File: src/rtl/dmem_arb_fsm.sv
`default_nettype none
// ============================================================================
// Module  : dmem_arb_fsm
// Brief   : Single-port data-memory arbiter between the load RS and the store
//           buffer, with a bounded store burst so waiting loads cannot starve.
// Revision: 1.0
// ============================================================================
module dmem_arb_fsm #(
  parameter int LOAD_IDX_W      = 3,
  parameter int STORE_BURST_MAX = 4
) (
  input  logic                  clk,
  input  logic                  rst,
  input  logic                  i_flush,
  input  logic                  i_load_rqst,
  input  logic [LOAD_IDX_W-1:0] i_load_idx,
  input  logic                  i_store_rqst,
  input  logic                  i_dmem_resp,
  output logic                  o_dmem_rqst,
  output logic                  o_dmem_we,
  output logic                  o_grant_load,
  output logic                  o_grant_store,
  output logic                  o_load_done,
  output logic [LOAD_IDX_W-1:0] o_load_done_idx,
  output logic                  o_store_pop,
  output logic                  o_busy
);

  localparam logic [3:0] c_burst_max = 4'(STORE_BURST_MAX);

  typedef enum logic [1:0] {
    IDLE     = 2'd0,
    RD_WAIT  = 2'd1,
    WR_WAIT  = 2'd2,
    RD_DRAIN = 2'd3
  } state_t;

  state_t                r_state;
  state_t                w_state_nxt;
  logic [LOAD_IDX_W-1:0] r_idx;
  logic [LOAD_IDX_W-1:0] w_idx_nxt;
  logic [3:0]            r_streak;
  logic [3:0]            w_streak_nxt;

  logic                  w_load_elig;
  logic                  w_store_elig;
  logic                  w_pick_load;
  logic                  w_pick_store;

  always_ff @(posedge clk) begin
    if (rst) begin
      r_state  <= IDLE;
      r_idx    <= '0;
      r_streak <= 4'd0;
    end else begin
      r_state  <= w_state_nxt;
      r_idx    <= w_idx_nxt;
      r_streak <= w_streak_nxt;
    end
  end

  // Flush only squashes speculative loads; committed stores always proceed.
  assign w_load_elig  = i_load_rqst & ~i_flush;
  assign w_store_elig = i_store_rqst;
  assign w_pick_load  = w_load_elig & (~w_store_elig | (r_streak >= c_burst_max));
  assign w_pick_store = w_store_elig & ~w_pick_load;

  always_comb begin
    w_state_nxt     = r_state;
    w_idx_nxt       = r_idx;
    w_streak_nxt    = r_streak;
    o_dmem_rqst     = 1'b0;
    o_dmem_we       = 1'b0;
    o_grant_load    = 1'b0;
    o_grant_store   = 1'b0;
    o_load_done     = 1'b0;
    o_load_done_idx = '0;
    o_store_pop     = 1'b0;
    o_busy          = 1'b0;

    // Reset dominates: every output stays quiet while rst is high.
    if (!rst) begin
      o_busy = (r_state != IDLE);
      unique case (r_state)
        IDLE: begin
          if (w_pick_load) begin
            o_dmem_rqst  = 1'b1;
            o_grant_load = 1'b1;
            w_idx_nxt    = i_load_idx;
            w_streak_nxt = 4'd0;
            w_state_nxt  = RD_WAIT;
          end else if (w_pick_store) begin
            o_dmem_rqst   = 1'b1;
            o_dmem_we     = 1'b1;
            o_grant_store = 1'b1;
            w_state_nxt   = WR_WAIT;
            // Streak only grows while a load is actually being held off.
            if (!i_load_rqst) begin
              w_streak_nxt = 4'd0;
            end else if (r_streak < c_burst_max) begin
              w_streak_nxt = r_streak + 4'd1;
            end
          end
        end

        WR_WAIT: begin
          if (i_dmem_resp) begin
            o_store_pop = 1'b1;
            w_state_nxt = IDLE;
          end
        end

        RD_WAIT: begin
          if (i_dmem_resp) begin
            w_state_nxt = IDLE;
            if (!i_flush) begin
              o_load_done     = 1'b1;
              o_load_done_idx = r_idx;
            end
          end else if (i_flush) begin
            w_state_nxt = RD_DRAIN;
          end
        end

        RD_DRAIN: begin
          // The squashed load's response still has to come back before reuse.
          if (i_dmem_resp) begin
            w_state_nxt = IDLE;
          end
        end

        default: begin
          w_state_nxt = IDLE;
        end
      endcase
    end
  end

endmodule
`default_nettype wire
File: config.mk
export PLATFORM = sky130hd
export DESIGN_NAME = dmem_arb_fsm
export DESIGN_NICKNAME = d
export VERILOG_FILES = /design/src/rtl/dmem_arb_fsm.sv
export SDC_FILE = /design/constraint.sdc
export NUM_CORES = 1
export LEC_CHECK = 0
export CORE_MARGIN = 4
export CORE_UTILIZATION = 43
export CTS_CLUSTER_DIAMETER = 60
export DETAILED_ROUTE_END_ITERATION = 6
export PLACE_DENSITY_LB_ADDON = 0.12
export SETUP_SLACK_MARGIN = 0.2
export SYNTH_ARGS = -nofsm -noshare
export SYNTH_HDL_FRONTEND = slang
export SYNTH_SLANG_ARGS = --single-unit
File: constraint.sdc
create_clock -name clk -period 1.8 [get_ports clk]
set_input_delay 0.45 -clock clk [delete_from_list [all_inputs] [get_ports clk]]
set_output_delay 0.45 -clock clk [all_outputs]
set_load 0.02 [all_outputs]
; After elaboration in Yosys (flattened, before gate mapping)
; Index checks and enable logic that the tools add are counted.
[word_totals]
register_bits = 9
in_bits = 9
out_inout_bits = 10
wordCells = 59
[classes]
n_addsub = 1
magnitude_cmp = 2
eq_ne = 7
mux = 32
bitwise_logic = 7
reduce_logical = 7
[op_table]
columns = operator, n
row1 = 1-bit 2-to-1 mux, 18
row2 = 4-bit 2-to-1 mux, 4
row3 = 3-bit 2-to-1 mux, 4
row4 = 2-bit 2-to-1 mux, 5
row5 = "3-bit != test, second input constant", 2
row6 = 2-bit case mux with 3 select lines, 1
row7 = 3-bit AND reduction, 2
row8 = "4-bit by 1-bit adder with 4-bit output, second input constant", 1
row9 = "2-bit equality test, second input constant", 2
row10 = "4-bit by 3-bit >= comparator with 1-bit output, second input constant", 1
row11 = "4-bit by 3-bit less-than comparator with 1-bit output, second input constant", 1
row12 = 2-bit nonzero test, 2
row13 = 1-bit AND, 3
row14 = "3-bit by 1-bit != test with 1-bit output, second input constant", 1
row15 = 1-bit inverter, 3
row16 = "2-bit by 1-bit equality test with 1-bit output, second input constant", 1
row17 = 2-bit zero test, 1
row18 = "2-bit by 1-bit != test with 1-bit output, second input constant", 1
row19 = 2-bit AND reduction, 1
row20 = 2-bit OR reduction, 1
row21 = 1-bit bitwise OR, 1

; Logic depth before layout (Yosys ltp)
[logic_depth]
depth_word = 9
mapped_depth = 5
ltp_nobuf = 3

; Worst setup path after synthesis
; No wires, ideal clock.
[synth_timing]
kind = input port to output port
from = input i_flush
to = output o_grant_load
t_arrival_ps = 1514
t_required_ps = 1350
setup_slack_ps = -164
stages = 4
n_path_buf = 1
cell_sequence = buf_2 -> nor2b_2 -> nand2b_1 -> nor4_1
[synth_via]
elab_chain_len = 6
[synth_lines]
columns = element, line_no
row1 = start: declaration, 14  ; input logic i_flush,
row2 = 1-bit inverter, 63  ; assign w_load_elig = i_load_rqst & ~i_flush;
row3 = 1-bit AND, 63
row4 = 1-bit AND, 65  ; assign w_pick_load = w_load_elig & (~w_store_elig | (r_streak >= c_burst_max));
row5 = 1-bit 2-to-1 mux, 86  ; if (w_pick_load) begin
row6 = 1-bit 2-to-1 mux, 84  ; unique case (r_state)
row7 = 1-bit 2-to-1 mux, 82  ; if (!rst) begin
row8 = end: declaration, 21  ; output logic o_grant_load,
; Every way passes these cells.

; Final worst setup path
[layout_timing]
from = register r_streak[3]
to = output o_dmem_we
[layout_via]
elab_chain_len = 9
[layout_lines]
columns = element, line_no
row1 = start: declaration, 42  ; logic [3:0] r_streak;
row2 = start signal: assignment, 58  ; r_streak <= w_streak_nxt;
row3 = 4-bit by 3-bit >= comparator with 1-bit output *, 65
row4 = 1-bit bitwise OR *, 65
row5 = 1-bit AND *, 65
row6 = 1-bit inverter, 66  ; assign w_pick_store = w_store_elig & ~w_pick_load;
row7 = 1-bit AND, 66
row8 = 1-bit 2-to-1 mux, 92  ; end else if (w_pick_store) begin
row9 = 1-bit 2-to-1 mux *, 86
row10 = 1-bit 2-to-1 mux *, 84
row11 = 1-bit 2-to-1 mux *, 82
row12 = end: declaration, 20  ; output logic o_dmem_we,
; Every way passes the cells marked *; elsewhere a longest branch is shown, timed or not.

==> flow_summary_export.csv <==
group,metric,value,unit
setup_path,critical_path_class,"reg2out",
floorplanning,core,0.00130,mm2
clock_network,cts_max_level,1,
pwr,p_leak,0.000450,uW
sta,fmax,574,MHz
drt,wl_per_cell,13.1,um
global_routing,antenna_found_initial,0,
logic_synthesis,ys_async_sr_fraction,0,%
setup_path,crit_required,1.35,ns
final_layout,drive_above_1_share,54.8,%
run_status,run_status,"finished, final reports clean",
global_routing,grt_pass1_wl,2650,um
logic_synthesis,synth_edf_count,0,
place,hpwlAfterDp,1170,um
drt,vias_per_cell,5.26,
job,cap_violations,0,
drt,drc_errors,0,
final_layout,mostFrequentLayoutCell,"buf_4",
drt,via_count,626,
logic_synthesis,synthFlopType,"dfxtp_1",
sta,relSlewSlack,84.4,%
clock_network,clkLatencyLatePin,0.26,ns
drt,finalWirelength,1550,um
clock_network,hold_buffers,0,
final_layout,seq_area,185,um2
global_routing,track_usage,18.0,%
logic_synthesis,yosys-top-cells-area,"dfxtp_1, mux2i_1, nand2_1",
pwr,ir_worst_vdd,501,uV
pwr,clkPwrFrac,26.6,%
logic_synthesis,synth.distinct_cells,32,
logic_synthesis,syn_area_per_cell,8.80,um2
sta,worst_pin_slew,0.232,ns
sta,skew,0.00155,ns
final_layout,finish.utilization,77.0,%
setup_path,cp.arrival,1.29,ns
global_routing,grt_max_degree,11,
sta,fin_crit_sh,96.9,%
sta,final-setup-viol-count,0,
setup_path,startpoint_type,"register",
pwr,cell_internal_pwr,411,uW
floorplanning,io-pin-count,19,
floorplanning,die-area,0.00203,mm2
pwr,switching_share,29.7,%
logic_synthesis,syn_inst,67,
place,port_buffers,18,
logic_synthesis,synth_area,589,um2
floorplanning,die_height,45.0,um
final_layout,multiInputGateArea,430,um2
global_routing,grt_pass1_vias,651,
final_layout,final_nets,115,
sta,finalCriticalPeriod,1.74,ns
logic_synthesis,yosys.area.top_type,"dfxtp_1",
clock_network,clkTransAtPathRegs,0.06,ns
final_layout,final_cell_mix,"buf_4, buf_6, nand2_1, mux2i_1, dfxtp_1",
clock_network,clockRootBuffer,"clkbuf_4",
setup_path,regToRegSetupSlack,0.50,ns
pwr,p_per_area,583,mW/mm2
drt,antenna_left,0,
logic_synthesis,yosys_warnings,0,
sta,hold_violations,0,
logic_synthesis,synth_top_area_share,30.6,%
pwr,seqPwrFrac,36.9,%
clock_network,cts_made_buffers,3,
place,place.gp.congestion,0.798,
pwr,p_total,584,uW
final_layout,fillers,98,
final_layout,area_growth,70.1,%
sta,rsz0062_at_grt,"yes",
setup_path,crit_fanout,3,
clock_network,clockBufferDepth,2,
setup_path,worst_setup_path_end_kind,"output port",
floorplanning,initial_core_util,45.3,%
worst_hold_path,worstHoldPathType,"reg2reg",
global_routing,overflow,0,
logic_synthesis,syn_nets,77,
drt,initialDrtViolationCount,11,
final_layout,diodes,0,
pwr,power_switching,174,uW
logic_synthesis,ys_seq_area_share,30.6,%
clock_network,cts_sinks,9,
floorplanning,die_x,45.0,um
logic_synthesis,ys_ff_latch,9,
pwr,power_frac_comb,36.4,%
clock_network,cts_tree,"built",
drt,dr.pass1.iters,3,
floorplanning,core.rowCount,13,
sta,slew_violations,0,
worst paths after layout:
path                                  from                     to  cells past startpoint
hold / removal       r_idx[2]$_SDFFE_PP0P_  r_idx[2]$_SDFFE_PP0P_                      2
setup reg to reg   r_state[0]$_SDFFE_PP0P_  r_idx[1]$_SDFFE_PP0P_                      5
hold reg to reg      r_idx[2]$_SDFFE_PP0P_  r_idx[2]$_SDFFE_PP0P_                      2
setup / recovery  r_streak[3]$_SDFFE_PP0P_              o_dmem_we                      4
power by group through the flow:
stage	clock, uW	combinational [uW]	sequential, uW
after floorplan	0	99.3	223
after CTS	161	194	214
final	156	213	216
after detailed placement	0	190	218
after global routing	169	231	217
after global placement	0	187	218
sequential cells by signal, summed over array words and instances (netlist names):
name and count:
r_streak 4, r_idx 3, r_state 2
worst max-delay path, stage by stage (launching register included):
cell      delay [ns]
dfxtp_2         0.33
nor3b_4         0.20
nand2b_4        0.17
and4_4          0.22
buf_6           0.12
per-layer routing:
layer	wire (um)	global-route usage [%]	vias to the layer above
met2	757	30.8	16
li1	-	-	315
met1	693	20.0	290
met3	74	4.38	5
met5	0	0	-
met4	29	10.5	0
stage by stage:
step / instances / hold WS, ns / instance area [um2] / setup WS, ns / TNS, ns
after global routing: 119 / 0.486 / 1000 / -0.00372 / -0.00439
after CTS: 117 / 0.466 / 950 / -0.000663 / -0.00109
after global placement: 112 / 0.444 / 922 / -0.752 / -7.32
after floorplan: 67 / 0.435 / 637 / 0.0302 / 0
after detailed placement: 112 / 0.450 / 922 / -0.778 / -7.71
final: 119 / 0.471 / 1000 / 0.0565 / 0
synthesized netlist by cell type (2+ instances only):
cell,n
buf_2,3
dfxtp_1,9
mux2i_1,5
o211ai_1,3
o2111ai_1,2
nor3_1,2
inv_1,3
nand2b_1,3
nand2_1,9
a21oi_1,2
and2_1,3
nor2_1,2
o21a_1,2
what timing repair did:
action	in CTS	in global routing
resized for setup	73	15
setup buffers	1	2
endpoints found under the setup margin	18	10
pin swaps	9	7
logic make-up after synthesis:
family	count (synthesis)	synth area share [%]
adder cells (fa/ha/maj)	1	2.12
buffers and inverters	8	6.37
flip-flops	9	30.6
AO/OA/AOI/OAI	14	18.9
multiplexers	5	8.49
AND/OR/NAND/NOR	30	33.6
area by class of cell:
cell class	count	share of cell area [%]
multi-input cells	50	42.9
repair buffers	38	33.0
flip-flops and latches	9	18.5
clock buffers	4	2.62
well taps	15	1.87
inverters	3	1.12
No activity file was read; power rests on OpenSTA's default activity.
